===== src/rtl/tt_spine_sel_ctrl_pkg.sv =====
// Shared definitions for the spine selection controller: address width, FSM
// states and the sel-bus field layout that the row muxes decode.
package tt_spine_sel_ctrl_pkg;

    localparam int ADDR_W = 10;

    typedef enum logic [1:0] {
        IDLE   = 2'd0,
        SETTLE = 2'd1,
        ACTIVE = 2'd2
    } state_e;

    // Row-mux decode: branch = {sel[9:6], sel[4]}, bus = {sel[3:0], sel[5]}
    localparam int BRANCH_HI  = 9;
    localparam int BRANCH_LO  = 6;
    localparam int BRANCH_BIT = 4;
    localparam int BUS_HI     = 3;
    localparam int BUS_LO     = 0;
    localparam int BUS_BIT    = 5;

    function automatic logic [4:0] sel_branch(input logic [ADDR_W-1:0] sel);
        return {sel[BRANCH_HI:BRANCH_LO], sel[BRANCH_BIT]};
    endfunction

    function automatic logic [4:0] sel_bus(input logic [ADDR_W-1:0] sel);
        return {sel[BUS_HI:BUS_LO], sel[BUS_BIT]};
    endfunction

endpackage


===== src/rtl/tt_spine_sel_ctrl_sync_edge.sv =====
// tt_sync_edge: pad synchroniser with reset preset and rising-edge pulse.
// Optional level debounce when TT_SEL_INC_DEBOUNCE_EN is defined (DEB_CYC > 0).
module tt_sync_edge #(
    parameter int   SYNC_STAGES = 2,
    parameter logic RST_VAL     = 1'b0,
    parameter int   DEB_CYC     = 0
) (
    input  logic clk,
    input  logic rst_n,
    input  logic i_pad,
    output logic o_level,
    output logic o_rise
);

    logic [SYNC_STAGES-1:0] r_sync;
    logic                   r_prev;
    logic                   w_sync;
    logic                   w_level;

    always_ff @(posedge clk) begin
        if (!rst_n) begin
            r_sync <= {SYNC_STAGES{RST_VAL}};
        end else begin
            r_sync <= {r_sync[SYNC_STAGES-2:0], i_pad};
        end
    end

    assign w_sync = r_sync[SYNC_STAGES-1];

`ifdef TT_SEL_INC_DEBOUNCE_EN
    if (DEB_CYC > 0) begin : g_deb
        logic       r_deb;
        logic [7:0] r_deb_cnt;

        // Down-counter reloads whenever the input agrees with the filtered level
        always_ff @(posedge clk) begin
            if (!rst_n) begin
                r_deb     <= RST_VAL;
                r_deb_cnt <= 8'(DEB_CYC - 1);
            end else if (w_sync == r_deb) begin
                r_deb_cnt <= 8'(DEB_CYC - 1);
            end else if (r_deb_cnt == 8'd0) begin
                r_deb     <= w_sync;
                r_deb_cnt <= 8'(DEB_CYC - 1);
            end else begin
                r_deb_cnt <= r_deb_cnt - 8'd1;
            end
        end

        assign w_level = r_deb;
    end else begin : g_nodeb
        assign w_level = w_sync;
    end
`else
    logic [7:0] w_deb_cyc_unused;
    assign w_deb_cyc_unused = 8'(DEB_CYC);
    assign w_level          = w_sync;
`endif

    always_ff @(posedge clk) begin
        if (!rst_n) begin
            r_prev <= RST_VAL;
        end else begin
            r_prev <= w_level;
        end
    end

    assign o_level = w_level;
    assign o_rise  = w_level & ~r_prev;

endmodule


===== src/rtl/tt_spine_sel_ctrl.sv =====
// Spine-side row-mux selection driver: synchronised pads, address counter and
// break-before-make enable FSM. Optional inc debounce: TT_SEL_INC_DEBOUNCE_EN.
//
// state  | meaning
// IDLE   | spine_ena low, waiting for requested enable
// SETTLE | address just changed, spine_ena held low for SETTLE_CYC cycles
// ACTIVE | spine_ena high on the selected design
module tt_spine_sel_ctrl
    import tt_spine_sel_ctrl_pkg::*;
#(
    parameter int SYNC_STAGES = 2,
    parameter int SETTLE_CYC  = 8,
    parameter int ADDR_MAX    = 1023,
    parameter int DEB_CYC     = 4
) (
    input  logic              clk,
    input  logic              rst_n,
    input  logic              pad_sel_rst_n,
    input  logic              pad_sel_inc,
    input  logic              pad_sel_ena,
    output logic [ADDR_W-1:0] spine_sel,
    output logic              spine_ena,
    output logic              busy
);

    localparam int              SYNC_N      = (SYNC_STAGES < 2) ? 2 : SYNC_STAGES;
    localparam logic [7:0]      SETTLE_LAST = 8'(SETTLE_CYC - 1);
    localparam logic [ADDR_W-1:0] ADDR_LAST = ADDR_W'(ADDR_MAX);

    logic w_s_rst_n, w_rst_rise_unused;
    logic w_inc_level_unused, w_inc_pulse;
    logic w_s_ena, w_ena_rise_unused;

    tt_sync_edge #(.SYNC_STAGES(SYNC_N), .RST_VAL(1'b1), .DEB_CYC(0)) u_sync_rst (
        .clk     (clk),
        .rst_n   (rst_n),
        .i_pad   (pad_sel_rst_n),
        .o_level (w_s_rst_n),
        .o_rise  (w_rst_rise_unused)
    );

    tt_sync_edge #(.SYNC_STAGES(SYNC_N), .RST_VAL(1'b0), .DEB_CYC(DEB_CYC)) u_sync_inc (
        .clk     (clk),
        .rst_n   (rst_n),
        .i_pad   (pad_sel_inc),
        .o_level (w_inc_level_unused),
        .o_rise  (w_inc_pulse)
    );

    tt_sync_edge #(.SYNC_STAGES(SYNC_N), .RST_VAL(1'b0), .DEB_CYC(0)) u_sync_ena (
        .clk     (clk),
        .rst_n   (rst_n),
        .i_pad   (pad_sel_ena),
        .o_level (w_s_ena),
        .o_rise  (w_ena_rise_unused)
    );

    logic [ADDR_W-1:0] r_addr;
    logic              w_addr_chg;

    // Clearing an already-zero counter leaves the spine untouched, so no settle
    assign w_addr_chg = w_s_rst_n ? w_inc_pulse : (r_addr != '0);

    always_ff @(posedge clk) begin
        if (!rst_n) begin
            r_addr <= '0;
        end else if (!w_s_rst_n) begin
            r_addr <= '0;
        end else if (w_inc_pulse) begin
            r_addr <= (r_addr == ADDR_LAST) ? '0 : r_addr + 1'b1;
        end
    end

    state_e     r_state, w_state_nxt;
    logic [7:0] r_settle_cnt;
    logic       r_ena, r_busy;
    logic       w_ena_nxt, w_busy_nxt;

    always_ff @(posedge clk) begin
        if (!rst_n) begin
            r_state      <= IDLE;
            r_settle_cnt <= 8'd0;
            r_ena        <= 1'b0;
            r_busy       <= 1'b0;
        end else begin
            r_state <= w_state_nxt;
            r_ena   <= w_ena_nxt;
            r_busy  <= w_busy_nxt;
            if (w_addr_chg) begin
                r_settle_cnt <= SETTLE_LAST;
            end else if (r_state == SETTLE && r_settle_cnt != 8'd0) begin
                r_settle_cnt <= r_settle_cnt - 8'd1;
            end
        end
    end

    always_comb begin
        w_state_nxt = r_state;
        if (w_addr_chg) begin
            w_state_nxt = SETTLE;
        end else begin
            case (r_state)
                IDLE:    if (w_s_ena) w_state_nxt = ACTIVE;
                SETTLE:  if (r_settle_cnt == 8'd0) w_state_nxt = w_s_ena ? ACTIVE : IDLE;
                ACTIVE:  if (!w_s_ena) w_state_nxt = IDLE;
                default: w_state_nxt = IDLE;
            endcase
        end
    end

    // Outputs are decoded from the next state so they register alongside it
    always_comb begin
        w_ena_nxt  = (w_state_nxt == ACTIVE);
        w_busy_nxt = (w_state_nxt == SETTLE);
    end

    assign spine_sel = r_addr;
    assign spine_ena = r_ena;
    assign busy      = r_busy;

endmodule


===== config.mk =====
export PLATFORM = sky130hd
export DESIGN_NAME = tt_spine_sel_ctrl
export DESIGN_NICKNAME = d
export VERILOG_FILES = /design/src/rtl/tt_spine_sel_ctrl_pkg.sv /design/src/rtl/tt_spine_sel_ctrl_sync_edge.sv /design/src/rtl/tt_spine_sel_ctrl.sv
export SDC_FILE = /design/constraint.sdc
export NUM_CORES = 1
export LEC_CHECK = 0
export CELL_PAD_IN_SITES_DETAIL_PLACEMENT = 1
export CELL_PAD_IN_SITES_GLOBAL_PLACEMENT = 1
export CORE_MARGIN = 4
export CORE_UTILIZATION = 35
export CTS_CLUSTER_SIZE = 40
export DETAILED_ROUTE_END_ITERATION = 10
export PLACE_DENSITY_LB_ADDON = 0.1
export SYNTH_ARGS = -nofsm -noshare
export SYNTH_HDL_FRONTEND = slang
export SYNTH_SLANG_ARGS = --single-unit

===== constraint.sdc =====
create_clock -name clk -period 2.3 [get_ports clk]
set_input_delay 0.345 -clock clk [delete_from_list [all_inputs] [get_ports clk]]
set_output_delay 0.345 -clock clk [all_outputs]
set_load 0.02 [all_outputs]

==> flow_metrics.py, run 1 <==
metrics = {
    "status": {
        "status": "completed",
    },
    "logic_synthesis": {
        "syn_avg_cell_area_sq_um": 9.63,
        "synth_flop_cell": "dfxtp_1",
        "async_reset_ff_share_pct": 0,
        "synth_edf_count": 0,
        "ys_ff_latch": 29,
        "syn_area_sq_um": 1270,
        "yosys.area.top_type": "dfxtp_1",
        "synth_nets": 141,
        "yosysUniqueCellTypes": 37,
        "synth_area_leaders": "dfxtp_1, xnor2_1, nor2_1",
        "synth.top_cell.area_share_pct": 45.7,
        "yosysSeqAreaShare_pct": 45.7,
        "synth_warnings": 0,
        "syn_inst": 132,
    },
    "sta": {
        "worst_pin_slew_ns": 0.462,
        "grt_setup_unrepaired": "false",
        "tns_ns": 0,
        "hold_ws_ns": 0.420,
        "post-route-period-util_pct": 78.7,
        "slew_violations": 0,
        "setup_viol": 0,
        "max_freq_ghz": 0.552,
        "fin_skew_ns": 0.00776,
        "hold_violations": 0,
        "fin_crit_ns": 1.81,
        "relSlewSlack_pct": 69.1,
        "setup_slack_ns": 0.489,
    },
    "floorplanning": {
        "fp.dieW_um": 68.3,
        "initial_core_util_pct": 37.2,
        "die_area_sq_um": 4660,
        "fp.dieH_um": 68.3,
        "coreArea_sq_um": 3420,
        "row_count": 21,
        "ios": 17,
    },
    "grt": {
        "grt.overflow.total": 0,
        "antenna_found_initial": 0,
        "grt_pass1_wl_um": 4790,
        "grt_max_degree": 11,
        "grt_use_total_pct": 13.9,
        "grt_pass1_vias": 1025,
    },
    "layout": {
        "diodes": 0,
        "final_common_cell": "dfxtp_1",
        "mostFrequentLayoutCells": "dfxtp_1, nor2_1, clkdlybuf4s50_1",
        "syn_to_final_growth_pct": 24.4,
        "fin_cells": 202,
        "seq_area_sq_um": 581,
        "multi_input_area_sq_um": 672,
        "drive_gt1_share_pct": 10.3,
        "final_core_util_pct": 46.3,
        "nets": 164,
        "fillCellCount": 403,
    },
    "routing": {
        "ant_nets": 0,
        "vias_per_cell": 4.94,
        "drc": 0,
        "wl_um": 2660,
        "routedWlPerCell_um": 13.2,
        "dr_total_vias": 997,
        "first_pass_iters": 4,
        "drt_iter0_drc": 62,
    },
    "critical_path": {
        "cp-start-kind": "register",
        "critical_path_class": "register to output pin",
        "crit_arrival_ns": 1.47,
        "cpPeakStageDelay_ns": 0.66,
        "worstSetupEndpointType": "output pin",
        "r2r_cells": 6,
        "critPathMaxFanout": 8,
        "critical_path.cell_chain": "clkdlybuf4s50_1",
        "critPathTopFamily": "buffers and inverters",
        "required_ns": 1.96,
        "cp_slowest_cell": "clkdlybuf4s50_1",
        "critPathBufInv": 1,
        "cp.depth": 1,
    },
    "power_and_ir_drop": {
        "power_density_nw_per_um2": 701,
        "p_sw_uw": 269,
        "p_comb_share_pct": 11.3,
        "p_seq_share_pct": 48.7,
        "ir_worst_vdd_v": 0.000288,
        "switching_share_pct": 24.2,
        "p_int_uw": 841,
        "p_leak_nw": 0.579,
        "clkPwrFrac_pct": 40.0,
    },
    "clocking": {
        "path_clk_slew_ns": 0.10,
        "cts.sinks": 29,
        "cts_max_path_buffers": 2,
        "cts_max_level": 2,
        "post_cts_resized": 0,
        "root_buffer": "clkbuf_4",
        "clkLatencyLatePin_ns": 0.33,
        "cts_tree": "done",
        "cts_buffers": 5,
        "cts_setup_buffers": 0,
        "cts_hold_buf": 0,
    },
    "job": {
        "max_cap_viol_count": 0,
    },
    "placement": {
        "dp.cells": 194,
        "port_buffers": 16,
        "place.gp.congestion": 0.735,
        "post-place-ws_ns": 0.533,
        "hpwl_um": 2090,
    },
    "min_path": {
        "whs_path_depth": 1,
        "hold_path_class": "register to register",
    },
}
[final timing paths]
path | from | to | slack, ns
setup reg to reg | r_settle_cnt[1]$_SDFFE_PN0P_ | r_settle_cnt[1]$_SDFFE_PN0P_ | 0.55
hold reg to reg | u_sync_rst.r_sync[0]$_SDFF_PN1_ | u_sync_rst.r_sync[1]$_SDFF_PN1_ | 0.42
hold / removal | u_sync_rst.r_sync[0]$_SDFF_PN1_ | u_sync_rst.r_sync[1]$_SDFF_PN1_ | 0.42
setup / recovery | spine_sel[3]$_SDFFE_PN0P_ | spine_sel[3] | 0.49
[routing by layer]
layer / part of all wire [%] / track usage [%] / vias to the layer above
met5: 0 / 0 / -
met4: 2.2 / 7.44 / 0
met3: 3.6 / 4.11 / 7
met2: 45 / 20.2 / 19
met1: 49 / 18.4 / 464
li1: - / - / 507
[state kept, by name, indices dropped and copies added, names as in the netlist]
name	cells
u_sync_inc.r_sync	2
spine_sel	10
u_sync_rst.r_sync	2
u_sync_inc.r_prev	1
r_settle_cnt	8
spine_ena	1
u_sync_ena.r_sync	2
busy	1
r_state	2
[cell usage after synthesis, types with 2 or more instances]
cell	count
inv_1	4
and3_1	2
nor3_1	3
nor4_1	2
mux2i_1	2
xnor2_1	9
and2_1	5
nor2_1	20
a21oi_1	4
and4_1	3
nand3b_1	2
nand4_1	2
nand2_1	7
o21a_1	3
ha_1	4
nor4b_1	2
and4b_1	2
o21ai_0	2
nand3_1	2
a21boi_0	2
dfxtp_1	29
nand2b_1	3
xor2_1	4
[power by group through the flow]
stage	combinational [mW]	sequential, mW	clock (mW)
global placement	0.122	0.551	0
finish	0.125	0.540	0.444
detailed placement	0.128	0.552	0
floorplan	0.0869	0.552	0
global route	0.142	0.545	0.484
CTS	0.129	0.540	0.458
[area by class of cell]
| class | instances | share of cell area [%] |
|---|---|---|
| inverter | 4 | 0.949 |
| timing repair buffer | 17 | 10.6 |
| multi-input combinational | 98 | 42.5 |
| sequential | 29 | 36.7 |
| clock buffer | 6 | 3.24 |
| clock inverter | 2 | 2.37 |
| tap | 46 | 3.64 |
[kinds of logic (layout without fill, tap and decap cells)]
family                     after synthesis  count (layout)  share of synthesized area [%]
buffers and inverters                    5              29                           1.48
xor gates and xnor gates                13              13                           8.96
and+or+nand+nor                         63              63                           29.6
adders and majority gates                4               4                           3.94
AOI/OAI and AO/OA                       16              16                           8.76
DFF                                     29              29                           45.7
muxes                                    2               2                           1.57
[stage by stage]
step           power [mW]  instance area (sq um)
6_report             1.11                   1580
4_1_cts              1.13                   1580
2_1_floorplan       0.638                   1270
5_1_grt              1.17                   1580
3_3_place_gp        0.673                   1490
3_5_place_dp        0.680                   1490
(Power assumes the default switching activity.)
==> run 2: changes to the inputs <==
==> constraint.sdc (replaced) <==
create_clock -name clk -period 1.86 [get_ports clk]
set_input_delay 0.279 -clock clk [delete_from_list [all_inputs] [get_ports clk]]
set_output_delay 0.279 -clock clk [all_outputs]
set_load 0.02 [all_outputs]
==> run 2 against run 1 <==
Sequential power increased by 24%. Register-to-register slack worse by 0.34 ns. Highest routed layer unchanged. Cell count increased by 0.50%. Count of clock-buffer cells in the layout unchanged. Sequential share of layout area is 0.56 points higher. Largest cell class unchanged. Combinational power is 27% higher. Global-route usage is 0.86 points lower. Worst setup slack worse by 0.38 ns. Clock power shrank 19%. Via count shrank 0.90%. Critical path depth did not move. Cell area shrank 1.5%.
==> flow_metrics.py, run 2 (synthesized netlist as in run 1, its figures left out) <==
metrics = {
    "status": {
        "status": "completed",
    },
    "clocking": {
        "cts.sinks": 29,
        "clkLatencyLatePin_ns": 0.33,
        "cts_buffers": 5,
        "path_clk_slew_ns": 0.09,
        "cts_max_level": 2,
        "cts_max_path_buffers": 2,
        "root_buffer": "clkbuf_4",
        "cts_tree": "done",
    },
    "floorplanning": {
        "initial_core_util_pct": 37.2,
        "fp.dieW_um": 68.3,
        "ios": 17,
        "die_area_sq_um": 4660,
        "coreArea_sq_um": 3420,
        "fp.dieH_um": 68.3,
        "row_count": 21,
    },
    "routing": {
        "dr_total_vias": 988,
        "wl_um": 2600,
        "ant_nets": 0,
        "first_pass_iters": 4,
        "drc": 0,
        "routedWlPerCell_um": 12.8,
        "vias_per_cell": 4.87,
        "drt_iter0_drc": 37,
    },
    "placement": {
        "post-place-ws_ns": 0.166,
        "dp.cells": 195,
        "hpwl_um": 1980,
        "place.gp.congestion": 0.771,
        "port_buffers": 16,
    },
    "critical_path": {
        "cpPeakStageDelay_ns": 0.67,
        "r2r_slack_ns": 0.21,
        "cp-start-kind": "register",
        "required_ns": 1.58,
        "reg2reg_to": "r_settle_cnt[1]$_SDFFE_PN0P_",
        "critical_path_class": "register to output pin",
        "critPathBufInv": 1,
        "critPathMaxFanout": 7,
        "worstSetupEndpointType": "output pin",
        "crit_arrival_ns": 1.47,
        "crit_start": "spine_sel[4]$_SDFFE_PN0P_",
        "r2r_start": "r_settle_cnt[0]$_SDFFE_PN0P_",
        "critPathTopFamily": "buffers and inverters",
        "critical_path.cell_chain": "clkdlybuf4s50_1",
        "cp_slowest_cell": "clkdlybuf4s50_1",
        "r2r_cells": 6,
    },
    "grt": {
        "antenna_found_initial": 0,
        "grt_max_degree": 11,
        "grt_pass1_vias": 1018,
        "grt_pass1_wl_um": 4530,
        "grt_use_total_pct": 13.1,
        "grt.overflow.total": 0,
    },
    "sta": {
        "setup_slack_ns": 0.106,
        "tns_ns": 0,
        "hold_violations": 0,
        "relSlewSlack_pct": 67.3,
        "max_freq_ghz": 0.570,
        "fin_crit_ns": 1.75,
        "setup_viol": 0,
        "slew_violations": 0,
        "fin_skew_ns": 0.00477,
        "post-route-period-util_pct": 94.3,
        "grt_setup_unrepaired": "false",
        "worst_pin_slew_ns": 0.484,
    },
    "layout": {
        "diodes": 0,
        "final_core_util_pct": 45.6,
        "final_common_cell": "dfxtp_1",
        "fillCellCount": 415,
        "mostFrequentLayoutCells": "dfxtp_1, nor2_1, clkdlybuf4s50_1",
        "largest_reg_flops": 10,
        "fin_cells": 203,
        "syn_to_final_growth_pct": 22.5,
        "drive_gt1_share_pct": 10.2,
        "nets": 165,
    },
    "job": {
        "max_cap_viol_count": 0,
    },
    "power_and_ir_drop": {
        "p_int_uw": 869,
        "power_density_nw_per_um2": 761,
        "ir_worst_vdd_v": 0.000441,
        "p_sw_uw": 317,
        "switching_share_pct": 26.7,
        "clkPwrFrac_pct": 30.2,
        "p_comb_share_pct": 13.4,
        "p_leak_nw": 0.573,
        "p_seq_share_pct": 56.4,
        "total_power_mw": 1.19,
    },
    "min_path": {
        "hold_path_class": "register to register",
        "min_to": "u_sync_rst.r_sync[1]$_SDFF_PN1_",
        "whs_path_depth": 1,
        "hp-start": "u_sync_rst.r_sync[0]$_SDFF_PN1_",
    },
}
-- run 2: power groups by stage --
stage	combinational (mW)	sequential, mW	clock [mW]
2_1_floorplan	0.107	0.682	0
3_3_place_gp	0.151	0.681	0
3_5_place_dp	0.156	0.682	0
4_1_cts	0.156	0.668	0.379
5_1_grt	0.181	0.673	0.403
6_report	0.159	0.668	0.358
-- run 2: cell type report --
class	count	area, sq um	share of cell area [%]
inverters	4	15.0	0.964
clock buffers	6	41.3	2.65
multi-input cells	98	678	43.5
well taps	46	57.6	3.69
clock inverters	2	10.0	0.643
flip-flops and latches	29	581	37.3
repair buffers	18	175	11.2
-- run 2: how the worst max path moves through the flow --
| stage | to | slack [ns] | cells past startpoint |
|---|---|---|---|
| after floorplan | r_settle_cnt[1]$_SDFFE_PN0P_ | 0.35 | 6 |
| after global placement | r_settle_cnt[1]$_SDFFE_PN0P_ | 0.25 | 6 |
| after detailed placement | r_settle_cnt[1]$_SDFFE_PN0P_ | 0.17 | 6 |
| after CTS | spine_sel[3] | 0.08 | 1 |
| after global routing | spine_sel[3] | 0.04 | 1 |
| final | spine_sel[4] | 0.11 | 1 |
-- run 2: repair_timing --
action                                  4_1_cts  5_1_grt
setup buffers                                 0        0
endpoints found under the setup margin        0        1
hold buffers                                  0        0
resized for setup                             0        1
-- run 2: routing by layer --
layer	track usage (%)	routed length, um
met3	3.94	73
met5	0	0
met1	17.2	1330
met2	18.8	1140
met4	7.44	53
-- run 2: metrics by stage --
stage	instance area (sq um)	hold WS [ns]
3_5_place_dp	1500	0.401
5_1_grt	1560	0.441
6_report	1560	0.415
3_3_place_gp	1500	0.396
2_1_floorplan	1270	0.352
4_1_cts	1550	0.413
==> run 3: changes to the inputs <==
--- a/config.mk
+++ b/config.mk
@@ -7,6 +7,7 @@
 export LEC_CHECK = 0
 export CELL_PAD_IN_SITES_DETAIL_PLACEMENT = 1
 export CELL_PAD_IN_SITES_GLOBAL_PLACEMENT = 1
+export CORE_ASPECT_RATIO = 2
 export CORE_MARGIN = 4
 export CORE_UTILIZATION = 35
 export CTS_CLUSTER_SIZE = 40
@@ -15,3 +16,4 @@
 export SYNTH_ARGS = -nofsm -noshare
 export SYNTH_HDL_FRONTEND = slang
 export SYNTH_SLANG_ARGS = --single-unit
+export TNS_END_PERCENT = 5
==> run 3 against run 2 <==
Clock skew barely moved. Non-clock buffer count fell by 1. Cell area rose by 1.5%. Core utilization rose by 0.19 points. First-iteration DRC count fell by 68%. Via count rose by 2.7%. Global-route usage rose by 2.3 points. Sequential cell count did not move. Largest power group unchanged. Hold slack improved by 0.0051 ns. Wire length rose by 18%. Sequential power barely moved.
==> flow_metrics.py, run 3 (synthesized netlist as in run 1, its figures left out) <==
metrics = {
    "critical_path": {
        "r2r_cells": 6,
        "critPathTopFamily": "buffers and inverters",
        "critical_path_class": "register to output pin",
        "critical_path.cell_chain": "clkdlybuf4s50_1",
        "crit_arrival_ns": 1.42,
        "cp_slowest_cell": "clkdlybuf4s50_1",
        "cp.depth": 1,
        "r2r_slack_ns": 0.18,
        "worstSetupEndpointType": "output pin",
        "cp-start-kind": "register",
        "reg2reg_to": "r_settle_cnt[1]$_SDFFE_PN0P_",
        "critPathMaxFanout": 8,
        "required_ns": 1.58,
        "r2r_start": "r_settle_cnt[0]$_SDFFE_PN0P_",
        "cpPeakStageDelay_ns": 0.67,
        "critPathBufInv": 1,
    },
    "layout": {
        "diodes": 0,
        "largest_reg_flops": 10,
        "final_common_cell": "dfxtp_1",
        "mostFrequentLayoutCells": "dfxtp_1, nor2_1, clkdlybuf4s50_1",
        "syn_to_final_growth_pct": 24.4,
        "drive_gt1_share_pct": 10.3,
        "nets": 164,
    },
    "clocking": {
        "cts_hold_buf": 0,
        "cts_max_level": 2,
        "cts_max_path_buffers": 2,
        "clkLatencyLatePin_ns": 0.28,
        "cts_tree": "done",
        "path_clk_slew_ns": 0.07,
        "cts_buffers": 5,
        "root_buffer": "clkbuf_8",
        "cts.sinks": 29,
    },
    "sta": {
        "tns_ns": 0,
        "fin_crit_ns": 1.70,
        "worst_pin_slew_ns": 0.511,
        "slew_violations": 0,
        "setup_viol": 0,
        "relSlewSlack_pct": 65.8,
        "post-route-period-util_pct": 91.2,
        "hold_violations": 0,
        "fin_skew_ns": 0.00432,
        "max_freq_ghz": 0.590,
        "hold_ws_ns": 0.420,
        "grt_setup_unrepaired": "false",
    },
    "power_and_ir_drop": {
        "power_density_nw_per_um2": 840,
        "ir_worst_vdd_v": 0.000532,
        "total_power_mw": 1.33,
        "p_leak_nw": 0.579,
    },
    "job": {
        "max_cap_viol_count": 0,
    },
    "floorplanning": {
        "die_area_sq_um": 4720,
        "initial_core_util_pct": 36.8,
        "ios": 17,
        "fp.dieH_um": 93.2,
        "row_count": 30,
        "fp.dieW_um": 50.6,
        "coreArea_sq_um": 3450,
    },
    "routing": {
        "drc": 0,
        "vias_per_cell": 4.98,
        "dr_total_vias": 1015,
        "drt_iter0_drc": 12,
        "wl_um": 3070,
        "routedWlPerCell_um": 15.0,
        "first_pass_iters": 3,
        "ant_nets": 0,
    },
    "placement": {
        "port_buffers": 16,
        "hpwl_um": 2380,
        "place.gp.congestion": 0.812,
    },
    "min_path": {
        "whs_path_depth": 1,
        "hp-start": "u_sync_rst.r_sync[0]$_SDFF_PN1_",
        "hold_path_class": "register to register",
        "min_to": "u_sync_rst.r_sync[1]$_SDFF_PN1_",
    },
    "status": {
        "status": "completed",
    },
    "grt": {
        "grt-busiest-layer": "met2",
        "use_met1_pct": 13.7,
        "use_met2_pct": 28.8,
        "grt_pass1_wl_um": 5280,
        "grt_max_degree": 17,
        "grtUsageMet3_pct": 3.35,
        "grt_pass1_vias": 1124,
        "grt_use_total_pct": 15.4,
        "grt.overflow.total": 0,
        "antenna_found_initial": 0,
    },
}
## run 3: per-layer routing
layer	part of all wire (%)	wire, um	vias up
li1	-	-	501
met1	35	1070	486
met2	59	1810	19
met3	2.1	63	9
met4	4.3	133	0
met5	0	0	-
## run 3: cell type report
cell class                 count  area, sq um
timing repair buffer          17          168
sequential                    29          581
multi-input combinational     98          676
clock inverter                 2         10.0
clock buffer                   6         72.6
fill                         421         1870
tap                           48         60.1
inverter                       4         15.0
## run 3: what timing repair did
action,CTS,global route
hold endpoints to repair,0,0
buffers inserted,0,0
setup endpoints to repair,0,1
gates resized for setup,0,1
## run 3: worst max-delay path by stage
stage                                  from                            to  slack (ns)
6_report          spine_sel[3]$_SDFFE_PN0P_                  spine_sel[3]        0.16
2_1_floorplan  r_settle_cnt[0]$_SDFFE_PN0P_  r_settle_cnt[1]$_SDFFE_PN0P_        0.35
3_3_place_gp   r_settle_cnt[0]$_SDFFE_PN0P_  r_settle_cnt[1]$_SDFFE_PN0P_        0.29
4_1_cts        r_settle_cnt[0]$_SDFFE_PN0P_  r_settle_cnt[1]$_SDFFE_PN0P_        0.14
5_1_grt        r_settle_cnt[0]$_SDFFE_PN0P_          spine_ena$_SDFF_PN0_       0.008
3_5_place_dp   r_settle_cnt[0]$_SDFFE_PN0P_  r_settle_cnt[1]$_SDFFE_PN0P_        0.14
## run 3: power breakdown
part / total [mW] / internal, mW / leakage, nW / switching, mW
Sequential: 0.670 / 0.645 / 0.236 / 0.0247
Clock: 0.501 / 0.259 / 0.0450 / 0.242
Combinational: 0.158 / 0.0756 / 0.298 / 0.0828
## run 3: stage by stage
| step | std cells | area (sq um) | setup WS (ns) | utilization [%] |
|---|---|---|---|---|
| after detailed placement | 196 | 1500 | 0.144 | 43.3 |
| after CTS | 204 | 1580 | 0.138 | 45.7 |
| after global routing | 204 | 1580 | 0.00767 | 45.8 |
| after floorplan | 132 | 1270 | 0.355 | - |
| after global placement | 196 | 1500 | 0.285 | 43.3 |
| final | 204 | 1580 | 0.165 | 45.8 |
